===== config.mk =====
export PLATFORM = sky130hd
export DESIGN_NAME = click_count_ctrl
export DESIGN_NICKNAME = d
export VERILOG_FILES = /design/src/rtl/click_count_ctrl.sv
export SDC_FILE = /design/constraint.sdc
export NUM_CORES = 1
export LEC_CHECK = 0
export ABC_AREA = 1
export BUFFER_PORTS_ARGS = -buffer_cell sky130_fd_sc_hd__buf_2
export CAP_MARGIN = 20
export CORE_MARGIN = 1
export CORE_UTILIZATION = 60
export CTS_BUF_LIST = sky130_fd_sc_hd__clkbuf_8
export DETAILED_ROUTE_END_ITERATION = 12
export PLACE_DENSITY = 0.79
export SYNTH_ARGS = -nofsm -noshare
export SYNTH_HDL_FRONTEND = slang
export SYNTH_SLANG_ARGS = --single-unit
export TNS_END_PERCENT = 1

===== constraint.sdc =====
create_clock -name CLK -period 2.4 [get_ports CLK]
set_clock_uncertainty 0.05 [all_clocks]
set_input_delay 0.24 -clock CLK [delete_from_list [all_inputs] [get_ports CLK]]
set_output_delay 0.24 -clock CLK [all_outputs]
set_load 0.05 [all_outputs]

===== src/rtl/click_count_ctrl.sv =====
`default_nettype none
// ============================================================================
//  Module   : click_count_ctrl
//  Purpose  : Two-button BCD up/down counter (00-99) with press-and-hold
//             auto-repeat. A fresh press steps once; holding the button for
//             REPEAT_DELAY cycles starts auto-repeat every REPEAT_RATE
//             cycles. Pressing both buttons, or the opposite button while
//             holding one, locks out stepping until both are released.
//  Ports    : CLK    - clock, rising edge
//             RST    - asynchronous active-high reset
//             UP_IN  - debounced up-button level (1 = pressed)
//             DN_IN  - debounced down-button level (1 = pressed)
//             TENS   - BCD tens digit (registered)
//             ONES   - BCD ones digit (registered)
//             STEP   - one-cycle pulse coincident with a new count
//             DIR    - direction of last step (1 = up, 0 = down)
//  Revision : 1.0  initial release
// ============================================================================
module click_count_ctrl #(
    parameter int REPEAT_DELAY = 12500000,
    parameter int REPEAT_RATE  = 2500000
) (
    input  logic       CLK,
    input  logic       RST,
    input  logic       UP_IN,
    input  logic       DN_IN,
    output logic [3:0] TENS,
    output logic [3:0] ONES,
    output logic       STEP,
    output logic       DIR
);

    typedef enum logic [1:0] {
        WAIT_REL = 2'd0,
        IDLE     = 2'd1,
        ARM      = 2'd2,
        RPT      = 2'd3
    } state_t;

    localparam logic [23:0] c_delay_last = 24'(REPEAT_DELAY - 1);
    localparam logic [23:0] c_rate_last  = 24'(REPEAT_RATE - 1);

    state_t      r_state;
    logic [23:0] r_timer;
    logic        r_hdir;     // direction of the button being held
    logic [3:0]  r_tens;
    logic [3:0]  r_ones;
    logic        r_step;
    logic        r_dir;

    logic        w_held;     // the held button is still pressed
    logic        w_opp;      // the opposite button is pressed
    logic [23:0] w_last;     // terminal timer value for the current state

    assign w_held = r_hdir ? UP_IN : DN_IN;
    assign w_opp  = r_hdir ? DN_IN : UP_IN;
    assign w_last = (r_state == ARM) ? c_delay_last : c_rate_last;

    // Next BCD value {tens, ones} one step up or down, wrapping 99 <-> 00.
    function automatic logic [7:0] bcd_next(input logic [3:0] t,
                                            input logic [3:0] o,
                                            input logic       up);
        logic [3:0] nt;
        logic [3:0] no;
        nt = t;
        no = o;
        if (up) begin
            if (o == 4'd9) begin
                no = 4'd0;
                nt = (t == 4'd9) ? 4'd0 : t + 4'd1;
            end else begin
                no = o + 4'd1;
            end
        end else begin
            if (o == 4'd0) begin
                no = 4'd9;
                nt = (t == 4'd0) ? 4'd9 : t - 4'd1;
            end else begin
                no = o - 4'd1;
            end
        end
        return {nt, no};
    endfunction

    always_ff @(posedge CLK or posedge RST) begin
        if (RST) begin
            r_state <= WAIT_REL;
            r_timer <= 24'd0;
            r_hdir  <= 1'b1;
            r_tens  <= 4'd0;
            r_ones  <= 4'd0;
            r_step  <= 1'b0;
            r_dir   <= 1'b1;
        end else begin
            r_step <= 1'b0;
            case (r_state)
                WAIT_REL: begin
                    r_timer <= 24'd0;
                    if (!UP_IN && !DN_IN) begin
                        r_state <= IDLE;
                    end
                end
                IDLE: begin
                    r_timer <= 24'd0;
                    if (UP_IN && DN_IN) begin
                        r_state <= WAIT_REL;
                    end else if (UP_IN || DN_IN) begin
                        // UP_IN alone selects up, otherwise DN_IN alone
                        r_hdir           <= UP_IN;
                        r_dir            <= UP_IN;
                        r_step           <= 1'b1;
                        {r_tens, r_ones} <= bcd_next(r_tens, r_ones, UP_IN);
                        r_state          <= ARM;
                    end
                end
                ARM, RPT: begin
                    // Opposite button outranks both release and timer expiry.
                    if (w_opp) begin
                        r_timer <= 24'd0;
                        r_state <= WAIT_REL;
                    end else if (!w_held) begin
                        r_timer <= 24'd0;
                        r_state <= IDLE;
                    end else if (r_timer == w_last) begin
                        r_timer          <= 24'd0;
                        r_dir            <= r_hdir;
                        r_step           <= 1'b1;
                        {r_tens, r_ones} <= bcd_next(r_tens, r_ones, r_hdir);
                        r_state          <= RPT;
                    end else begin
                        r_timer <= r_timer + 24'd1;
                    end
                end
                default: begin
                    r_timer <= 24'd0;
                    r_state <= WAIT_REL;
                end
            endcase
        end
    end

    assign TENS = r_tens;
    assign ONES = r_ones;
    assign STEP = r_step;
    assign DIR  = r_dir;

endmodule
`default_nettype wire


# Yosys cells after proc, flatten, opt, wreduce, memory -nomap -nowiden
# Cells that the tools add are included.
word_totals:
  word_cells: 89
  output_inout_bits: 10
  regBits: 37
  input_bits: 4
classes:
  eq_ne: 14
  n_bitwise: 1
  n_addsub: 5
  n_mux: 48
  n_reduce_logical: 14
ops:
  columns: ["operator", "count"]
  rows:
  - ["two-way mux 24 bit", 4]
  - ["two-way mux 4 bit", 20]
  - ["one-hot mux 24 bit (2 select lines)", 1]
  - ["adder 24 x 1 -> 24 bit (second input constant)", 1]
  - ["equality test 24 bit", 1]
  - ["one-hot mux 4 bit (2 select lines)", 2]
  - ["two-way mux 1 bit", 12]
  - ["two-way mux 2 bit", 6]
  - ["inequality test 2 bit (second input constant)", 6]
  - ["adder 4 x 1 -> 4 bit (second input constant)", 2]
  - ["equality test 4 bit (second input constant)", 2]
  - ["logical NOT 4 bit", 2]
  - ["subtractor 4 x 1 -> 4 bit (second input constant)", 2]
  - ["one-hot mux 2 bit (3 select lines)", 1]
  - ["AND reduction 3 bit", 2]
  - ["AND reduction 6 bit", 1]
  - ["equality test 2 bit (second input constant)", 2]
  - ["inequality test 4 bit (second input constant)", 1]
  - ["one-hot mux 1 bit (2 select lines)", 2]
  - ["OR reduction 2 bit", 2]
  - ["inequality test 3 bit (second input constant)", 1]
  - ["equality test 2 x 1 -> 1 bit (second input constant)", 1]
  - ["logical AND 1 bit", 2]
  - ["logical NOT 1 bit", 2]
  - ["other kinds (4)", 4]

# Logic depth before layout (Yosys ltp)
logic_depth:
  depth_word: 8
  depth_mapped: 11
  ltp_nobuf: 11

# Worst setup path before layout
# No wires, ideal clock.
synth_timing:
  path_kind: "reg2reg"
  start: "register r_ones[2] (netlist: ONES[2])"
  end: "register r_tens[2] (netlist: TENS[2])"
  n_path_buf: 0
  t_arrival_ns: 1.489
  period_less_slack_ns: 1.656
  required_time_ns: 2.233
  stages_incl_launch_ff: 11
  path_slack_ns: 0.744
  setup_ns: 0.117
  cell_sequence: "dfrtp_1 -> inv_1 -> nand2_1 -> nor2_2 -> nand3_1 -> nand2_1 -> nand2_1 -> nand2_1 -> nand2_1 -> nand3_1 -> nand2_1"
synth_via:
  elab_chain_len: 7
  word_cells_on_any_way: 12
  cone_classes: "1 x eq/ne; 10 x mux; 1 x reduce/logical"
synth_lines:
  columns: ["item", "line_no", "text"]
  rows:
  - ["start: declaration", "47", "logic [3:0] r_ones;"]
  - ["start signal: assignment", "112", "{r_tens, r_ones} <= bcd_next(r_tens, r_ones, UP_IN);"]
  - ["start signal: assignment", "128", "{r_tens, r_ones} <= bcd_next(r_tens, r_ones, r_hdir);"]
  - ["equality test 4 bit / logical NOT 4 bit (equally long branches)", "68, 75", null]
  - ["two-way mux 4 bit (5 in a row)", null, null]
  - ["one-hot mux 4 bit (2 select lines) *", null, null]
  - ["end signal: assignment", "112", null]
  - ["end signal: assignment", "128", null]
  - ["end: declaration", "46", "logic [3:0] r_tens;"]
# Every way passes the cells marked *; elsewhere a longest branch is shown, timed or not. The select of a mux whose other input is x is not followed.
# A chain may end at the register's enable or synchronous reset.

# Final worst setup path
layout_timing:
  start: "register r_timer[0]"
  end: "register r_ones[2] (netlist: ONES[2])"
layout_via:
  elab_chain_len: 3
layout_lines:
  columns: ["item", "line_no", "text"]
  rows:
  - ["start: declaration", "44", "logic [23:0] r_timer;"]
  - ["start signal: assignment", "131", "r_timer <= r_timer + 24'd1;"]
  - ["equality test 24 bit", "124", "end else if (r_timer == w_last) begin"]
  - ["inequality test 2 bit (no line)", null, null]
  - ["AND reduction 6 bit (no line)", null, null]
# No other way between the ends.

==> reports/qor.txt <==
status: complete, but fails checks
failing checks: negative hold slack
CTS H-tree depth: 2
largest area contributor in the netlist: dfrtp_1
setup TNS: 0 ns
ys async rst share: 100.0%
mux share of post-synthesis cell area: 0%
Total GRT Usage: 28.04%
Setup Buffers After CTS: 0
grt total ovfl: 0
Via density: 5.560
fill cell count: 326
Setup-failing EPs final: 0
largest net degree at the start of global routing: 38
most common cell after layout, fill and taps aside: nand2_1
layout cells sized above 1: 14.88%
P_sw: 1.139 mW
final hold vios: 27
Seq pwr share: 35.6%
DR pass1 iterations: 5
Worst Setup Start Kind: register
fmax: 550.5 MHz
DR iter-0 viols: 258
CP most frequent cell: nand2_2
relative slew slack: 68.86%
XOR/XNOR Fraction of Synth Area: 3.621%
synth top area cells: dfrtp_1 36%, nand2_1 14%, nor2_1 8.8%
CP bufs+invs: 1
cells along the critical path: ha_1 -> nand2_2 -> nor2_4 -> inv_2 -> nor2_2 -> nand4_1 -> nand2_2 -> nand2_2 -> nand2_1 -> nand2_1
detailed-route wire length: 5325 um
gpl congestion: 0.8960
Leak Pwr: 1.275 nW
register area share after synthesis: 38.39%
Worst-Skew Late Latency: 0.30 ns
Peak VDD IR: 0.0005915 V
Pint: 1.358 mW
crit path max fanout: 11
die height: 65.49 um
most frequent cells in the layout: 89 x nand2_1, 57 x nor2_1, 39 x inv_1
CTS Hold Bufs: 0
clk slew on worst S/H paths: 0.07 ns
post-CTS sizing: 0
vias post-DR: 2,285
Final min period: 1.816 ns
initial antenna violation count: 0
HP Class: in -> async
cell row count: 22
Clock Root Buffer: clkbuf_8
cts bufs inserted: 5
Setup CP Type: reg -> reg
Mapped Area: 2419 sq um
r2r setup slk: 0.58 ns
max-cap viol count: 0
die area: 4289 sq um
final worst path period share: 75.68%
library cells used by synthesis: 31
Initial Utilization: 64.13%
final slew viol count: 0
Detail Route Antenna Nets: 0
Synth Register Bits: 37
WHS: -0.01283 ns
IO Port Bufs: 13
CP peak stage delay: 0.39 ns
synthesized-area fraction occupied by adder cells: 2.069%
Final Core Density: 70.01%
Inserted Diodes: 0
CP Depth: 10
Slowest-stage cell, CP: dfrtp_1
layout net count: 370
sw frac: 45.60%
Ys Warns: 0
syn nets: 353
Synth Area in Simple Gates: 41.33%
FF-to-FF Start: r_timer[0]
Compound-Gate Fraction of Synth Area: 6.156%
top-area cell type share of the netlist area: 36.21%
core area: 3771 sq um
syn avg cell area: 7.010 sq um
Post-synth EDFFs: 0
WP data arrival: 1.95 ns
Post-route DRC: 0
combinational share of power: 41.9%
Most used DFF post-synth: dfrtp_1
crit end category: register
cell count after synthesis: 345
first-pass GRT wire length: 9177 um
vias in the first global route: 2,060
Clock power frac: 22.5%
clock sink total: 37
largest family of logic cells by synthesized area: simple AND/OR/NAND/NOR gates
power density over cell area: 945.8 nW/um^2
Area Overhead vs Synth: 9.157%
FF-to-FF path depth: 10
Crit path max-delay family: simple AND/OR/NAND/NOR gates
Worst Path Required: 2.54 ns
CTS tree: done
IO Count: 14
Max Buffers Root-to-Sink: 2
Slew @ Worst Pin: 0.4672 ns
RR Endpoint: ONES[2]
HPWL after detailed placement: 3870 um
Chip Width: 65.49 um
RSZ-0062 raised after global routing: no
Wirelength per Cell: 12.96 um
-- synth_stat cells, types with 6 or more instances --
library cell / count
nor2_2: 7
o21ai_0: 7
nand4_1: 14
nor2_1: 57
dfrtp_1: 35
nor3_1: 9
inv_2: 6
nand2_1: 89
nand3_1: 25
nand2_2: 9
xor2_1: 9
inv_1: 38
a21oi_1: 7
-- metrics by stage --
| stage | total power, mW | cell area (sq um) | worst slack, ns | instances |
|---|---|---|---|---|
| global route | 2.688 | 2640 | 0.3796 | 411 |
| detailed placement | 1.933 | 2524 | 0.6038 | 403 |
| global placement | 1.909 | 2524 | 0.6764 | 403 |
| floorplan | 1.727 | 2419 | 0.7445 | 345 |
| finish | 2.497 | 2640 | 0.5836 | 411 |
| CTS | 2.496 | 2640 | 0.5693 | 411 |
-- power groups by stage --
stage                     logic [mW]  registers (mW)  clock network (mW)
after floorplan                0.640            1.09                   0
after global placement          1.02           0.893                   0
after detailed placement        1.04           0.896                   0
after CTS                       1.05           0.884               0.566
after global routing            1.19           0.910               0.592
final                           1.05           0.889               0.562
-- worst min-delay path, delay by kind of cell --
kind	cells	cell delay (ns)
buffers and inverters	3	0.53
-- worst max path at each step --
| stage | from | end |
|---|---|---|
| finish | r_timer[0] | ONES[2] |
| detailed placement | r_timer[0] | ONES[2] |
| global route | r_timer[0] | TENS[2] |
| floorplan | ONES[2] | TENS[2] |
| CTS | r_timer[0] | ONES[2] |
| global placement | r_timer[0] | ONES[1] |
-- logic make-up after synthesis --
group | Yosys count
DFF | 37
xor gates and xnor gates | 10
and+or+nand+nor | 219
buffers and inverters | 50
adders and majority gates | 4
AOI/OAI and AO/OA | 25
-- state kept, by name (all words and copies together), names as in the netlist --
register and count:
r_hdir 1, ONES 4, r_state 2, STEP 1
r_timer 24, TENS 4, DIR 1
-- final cells by class --
cell class              count  area, sq um  share of cell area, %
clock buffers               6        82.58                  3.128
clock inverters             2        33.78                  1.280
inverters                  45        168.9                  6.398
multi-input cells         258         1286                  48.72
flip-flops and latches     37        928.4                  35.17
well taps                  48        60.06                  2.275
repair buffers             15        80.08                  3.033
-- layer usage --
| metal | global-route usage (%) | part of all wire [%] | vias to the layer above |
|---|---|---|---|
| li1 | - | - | 1136 |
| met1 | 39.42 | 48 | 1059 |
| met2 | 43.81 | 45 | 81 |
| met3 | 5.729 | 6.5 | 9 |
| met4 | 7.609 | 1.1 | 0 |
| met5 | 0 | 0 | - |
Note: power is estimated with default switching activity, not from simulation.
